===== src/rtl/cc_event_pacer.sv =====
`default_nettype none
// ============================================================================
// Module      : cc_event_pacer
// Description : Source-domain feeder for a cross-clock event handshake.
//               Counts incoming single-cycle event pulses and releases them
//               one at a time whenever the handshake stage is not busy.
//               Flags counter saturation (dropped events) and a handshake
//               stage that never acknowledges an issue with busy.
// Revision    : 1.0 - initial release
// ============================================================================
module cc_event_pacer #(
  parameter int CNT_W  = 8,  // pending counter width, capacity 2^CNT_W-1
  parameter int GAP    = 0,  // extra idle cycles after busy falls (0..255)
  parameter int ARM_TO = 4   // cycles to wait for busy to rise (>=2)
) (
  input  logic             clk,
  input  logic             rst_n,
  input  logic             evt_in,
  input  logic             evt_busy,
  input  logic             flag_clr,
  output logic             evt_out,
  output logic [CNT_W-1:0] pending,
  output logic             overflow,
  output logic             timeout,
  output logic             idle
);

  localparam int               TO_W     = $clog2(ARM_TO + 1);
  localparam logic [TO_W-1:0]  C_ARM_TO = TO_W'(ARM_TO);
  localparam logic [7:0]       C_GAP    = 8'(GAP);
  localparam logic [CNT_W-1:0] C_CNT_MAX = '1;

  typedef enum logic [2:0] {
    S_IDLE  = 3'd0,
    S_ISSUE = 3'd1,
    S_ARM   = 3'd2,
    S_DRAIN = 3'd3,
    S_HOLD  = 3'd4
  } state_t;

  state_t           r_state;
  state_t           w_state_nxt;
  logic [TO_W-1:0]  r_to_cnt;
  logic [TO_W-1:0]  w_to_cnt_nxt;
  logic [7:0]       r_gap_cnt;
  logic [7:0]       w_gap_cnt_nxt;
  logic             w_to_set;

  logic [CNT_W-1:0] r_pending;
  logic [CNT_W-1:0] w_pending_nxt;
  logic             r_overflow;
  logic             r_timeout;
  logic             w_inc;
  logic             w_dec;
  logic             w_drop;

  // State register plus the ARM timeout and HOLD gap counters
  always_ff @(posedge clk) begin
    if (!rst_n) begin
      r_state   <= S_IDLE;
      r_to_cnt  <= '0;
      r_gap_cnt <= '0;
    end else begin
      r_state   <= w_state_nxt;
      r_to_cnt  <= w_to_cnt_nxt;
      r_gap_cnt <= w_gap_cnt_nxt;
    end
  end

  // Next-state decision; issue is only launched from a registered IDLE state
  always_comb begin
    w_state_nxt   = r_state;
    w_to_cnt_nxt  = r_to_cnt;
    w_gap_cnt_nxt = r_gap_cnt;
    w_to_set      = 1'b0;
    case (r_state)
      S_IDLE: begin
        if ((r_pending != '0) && !evt_busy) begin
          w_state_nxt = S_ISSUE;
        end
      end
      S_ISSUE: begin
        // ARM counts its own cycles starting from 1
        w_state_nxt  = S_ARM;
        w_to_cnt_nxt = TO_W'(1);
      end
      S_ARM: begin
        if (evt_busy) begin
          w_state_nxt = S_DRAIN;
        end else if (r_to_cnt == C_ARM_TO) begin
          w_to_set      = 1'b1;
          w_state_nxt   = S_HOLD;
          w_gap_cnt_nxt = '0;
        end else begin
          w_to_cnt_nxt = r_to_cnt + TO_W'(1);
        end
      end
      S_DRAIN: begin
        if (!evt_busy) begin
          w_state_nxt   = S_HOLD;
          w_gap_cnt_nxt = '0;
        end
      end
      S_HOLD: begin
        // HOLD lasts GAP+1 cycles
        if (r_gap_cnt == C_GAP) begin
          w_state_nxt = S_IDLE;
        end else begin
          w_gap_cnt_nxt = r_gap_cnt + 8'd1;
        end
      end
      default: begin
        w_state_nxt = S_IDLE;
      end
    endcase
  end

  // Pending-count update; a saturated counter drops the incoming event
  always_comb begin
    w_inc         = evt_in;
    w_dec         = (r_state == S_ISSUE);
    w_drop        = w_inc && !w_dec && (r_pending == C_CNT_MAX);
    w_pending_nxt = r_pending;
    if (w_inc && !w_dec && !w_drop) begin
      w_pending_nxt = r_pending + {{(CNT_W-1){1'b0}}, 1'b1};
    end else if (w_dec && !w_inc) begin
      w_pending_nxt = r_pending - {{(CNT_W-1){1'b0}}, 1'b1};
    end
  end

  // Pending counter and sticky flags; a set beats a same-cycle clear
  always_ff @(posedge clk) begin
    if (!rst_n) begin
      r_pending  <= '0;
      r_overflow <= 1'b0;
      r_timeout  <= 1'b0;
    end else begin
      r_pending  <= w_pending_nxt;
      r_overflow <= w_drop   || (r_overflow && !flag_clr);
      r_timeout  <= w_to_set || (r_timeout  && !flag_clr);
    end
  end

  assign evt_out  = (r_state == S_ISSUE);
  assign pending  = r_pending;
  assign overflow = r_overflow;
  assign timeout  = r_timeout;
  assign idle     = (r_state == S_IDLE) && (r_pending == '0);

endmodule
`default_nettype wire


===== config.mk =====
export PLATFORM = sky130hd
export DESIGN_NAME = cc_event_pacer
export DESIGN_NICKNAME = d
export VERILOG_FILES = /design/src/rtl/cc_event_pacer.sv
export SDC_FILE = /design/constraint.sdc
export NUM_CORES = 1
export LEC_CHECK = 0
export CORE_MARGIN = 3
export CORE_UTILIZATION = 53
export CTS_BUF_LIST = sky130_fd_sc_hd__clkbuf_4
export DETAILED_ROUTE_END_ITERATION = 12
export HOLD_SLACK_MARGIN = 0.05
export PLACE_DENSITY_LB_ADDON = 0.25
export SLEW_MARGIN = 40
export SYNTH_ARGS = -nofsm -noshare
export SYNTH_HDL_FRONTEND = slang
export SYNTH_SLANG_ARGS = --single-unit

===== constraint.sdc =====
create_clock -name clk -period 2.85 [get_ports clk]
set_input_delay 0.7125 -clock clk [delete_from_list [all_inputs] [get_ports clk]]
set_output_delay 0.7125 -clock clk [all_outputs]
set_load 0.01 [all_outputs]

==> summary.txt <==
Status
  • Run status: complete, no violations

Yosys
  • Synthesis warning total: 0
  • Syn Area/Cell: 8.33 um2
  • Netlist cell types: 55
  • Fraction of synthesis flops using an asynchronous set or reset pin: 0%
  • Synth top area share: 30.2%
  • Post-synth EDFFs: 0
  • Synth Instances: 191
  • Top_reg_cell synth: sky130_fd_sc_hd__dfxtp_1
  • Synthesized flop and latch total: 24
  • Post-Synthesis Net Count: 207
  • Top area cells in the synthesized netlist: sky130_fd_sc_hd__dfxtp_1, sky130_fd_sc_hd__ha_1, sky130_fd_sc_hd__a21oi_1
  • Sequential-to-total area share from yosys stat: 30.2%
  • Library cell occupying the most area in the post-synthesis netlist: sky130_fd_sc_hd__dfxtp_1
  • Most frequent cell after synthesis: sky130_fd_sc_hd__dfxtp_1
  • Netlist Area Pre-Place: 1590 um2
  • Most numerous cell types in the synthesized netlist: sky130_fd_sc_hd__dfxtp_1, sky130_fd_sc_hd__a21oi_1, sky130_fd_sc_hd__nor2_1

STA
  • RSZ-0062 raised after global routing: false
  • Final-report max-slew violation count: 0
  • Worst Tran Pin Value: 0.485 ns
  • Setup violation total in the final timing report: 0
  • Post-route clock period utilization: 96.6%
  • PnR worst setup slack: 0.0982 ns
  • Tmin final: 2.75 ns
  • Sum of negative setup slack: 0 ns
  • Maximum achievable frequency: 363 MHz
  • Tightest slew margin relative to the limit: 66.8%
  • Hold Violations, Final: 0
  • Fin Clk Skew: 0.00411 ns

Layout
  • Final non-filler cell area: 1940 um2
  • Growth of design area from synthesis to finish: 22.1%
  • Ant. Diodes: 0
  • Multi-input gate area in the final layout: 1030 um2
  • Register area: 480 um2
  • Final-stage net count: 240
  • Total of fill cells in the finished design: 230
  • Non-filler instance count after layout: 253
  • Final core area utilization: 69.3%
  • Share of post-route cells with drive strength above 1: 16.2%

Critical path
  • Worst Path Class, Setup: input pin to register
  • Arrival time of data at the critical path endpoint: 3.00 ns
  • Type of element capturing the critical path: register
  • Endpoint required time on the critical path: 3.10 ns
  • CP startpoint kind: input pin
  • Max Fanout on Critical Path: 9

Routing
  • Starting DRT DRC Count: 75
  • Detailed-route vias per instance: 6.38
  • Routed wire per std cell: 15.4 um
  • Total number of vias: 1,615
  • Post-route antenna net violation count: 0
  • Drc violations: 0
  • Detailed-routing iteration count for the pre-antenna-repair pass: 4
  • Total wire length: 3890 um

Die
  • Top-Level Pins: 17
  • Core Region: 2810 um2
  • Initial cell density of the core: 56.7%
  • Die area: 3700 um2
  • Chip height: 60.8 um
  • Floorplan row count: 19
  • Width of the die: 60.8 um

Global routing
  • Overall routing resource usage: 23.8%
  • Initial antenna violation count: 0
  • Global-route wire length before repair: 6800 um
  • Global route total overflow: 0
  • Via count of the first global-routing pass: 1,547
  • Largest net degree at the start of global routing: 17

Place
  • Global placer's final weighted congestion: 0.895
  • Number of I/O port buffers: 16
  • Placed Instances: 250
  • Detailed-placement wirelength estimate: 2840 um
  • Area after DPL: 1910 um2
  • Post-place setup slack: -0.232 ns

Clock tree
  • Post-CTS setup buffers: 0
  • Maximum clock path buffer count: 2
  • H-tree levels: 1
  • Number of clock sinks: 24
  • TritonCTS clock tree: built
  • Root cell of the clock tree: sky130_fd_sc_hd__clkbuf_4
  • CTS clk-pin slew, worst paths: 0.13 ns
  • Clock latency reported for the late side of the worst-skew pair: 0.31 ns
  • Quantity of hold-fixing buffers added after cts: 0
  • Cts bufs inserted: 3

Power and ir drop
  • Worst IR drop on VDD: 0.000633 V
  • Leakage power: 0.782 nW
  • Power density over cell area: 870 nW/um2

Worst hold path
  • Min-Delay Path Class: register to register

Run
  • Maximum Capacitance Violations: 0
-- worst max-delay path: stages --
cell and delay, ns:
sky130_fd_sc_hd__clkdlybuf4s50_1 0.49, sky130_fd_sc_hd__o211a_1 0.19, sky130_fd_sc_hd__clkinv_2 0.14, sky130_fd_sc_hd__ha_1 0.34
sky130_fd_sc_hd__o21ai_0 0.12, sky130_fd_sc_hd__or4b_2 0.63, sky130_fd_sc_hd__a32o_1 0.26, sky130_fd_sc_hd__a21oi_1 0.12
-- placed cells by master, fill, tap and decap left out, drive strengths merged, types with 2 or more instances in the layout --
cell	instances
nor4	5
o21ai	8
o31ai	2
and3	3
nand4	5
mux2i	2
nor2b	2
a211o	2
inv	12
nor3b	3
buf	21
o221a	5
dfxtp	24
nor4b	2
a21oi	16
a31o	2
a211oi	2
clkdlybuf4s50	15
clkbuf	3
a21o	3
ha	10
o2111ai	3
nor3	8
nand3	12
or4b	4
and2	3
nand2	8
nor2	14
o21a	2
-- repair_timing --
action                     in CTS  in global routing
setup endpoints to repair       1                  2
cloned                          0                  0
gates resized for setup         1                  2
-- per-layer routing --
layer  part of all wire (%)  GRT usage [%]  routed length (um)  vias up
met3                    3.4           2.98                 131       12
met2                     49           40.6                1910       54
met5                      0              0                   0        -
li1                       -              -                   -      798
met4                    2.3           9.91                  91        0
met1                     45           30.2                1760      751
-- cell type report --
class                   count  share of cell area, %
flip-flops and latches     24                   24.7
repair buffers             37                   16.5
well taps                  31                   2.00
inverters                  13                   2.58
multi-input cells         145                   53.1
clock buffers               3                   1.16
-- worst paths after layout --
check	from	slack, ns	endpoint	depth (start not counted)
max reg2reg	r_state[1]	0.16	pending[6]	9
min	r_to_cnt[0]	0.51	r_to_cnt[0]	1
max	evt_in	0.1	pending[6]	8
min reg2reg	r_to_cnt[0]	0.51	r_to_cnt[0]	1
-- registers in the layout (all words and copies together), names as in the netlist --
name and count:
pending 8, r_gap_cnt 8, r_state 3, r_to_cnt 3, overflow 1, timeout 1
-- logic make-up after synthesis --
family          synth area share (%)
mux                             1.26
simple gates                    26.8
flops                           30.2
buf+inv                         5.74
compound gates                  26.3
xor+xnor                       0.550
fa+ha+maj                       9.12
-- report_power, final --
group | leakage [nW] | internal [mW] | total (mW) | switching [mW]
logic | 0.572 | 0.525 | 1.05 | 0.523
clock network | 0.0138 | 0.0495 | 0.151 | 0.102
registers | 0.196 | 0.403 | 0.492 | 0.0892
total | 0.782 | 0.977 | 1.69 | 0.714
-- stage by stage --
step | total power [mW] | hold WS, ns
floorplan | 1.09 | 0.466
global placement | 1.47 | 0.474
detailed placement | 1.52 | 0.483
CTS | 1.68 | 0.514
global route | 1.85 | 0.537
finish | 1.69 | 0.509
Power figures use the tool's default switching activity.
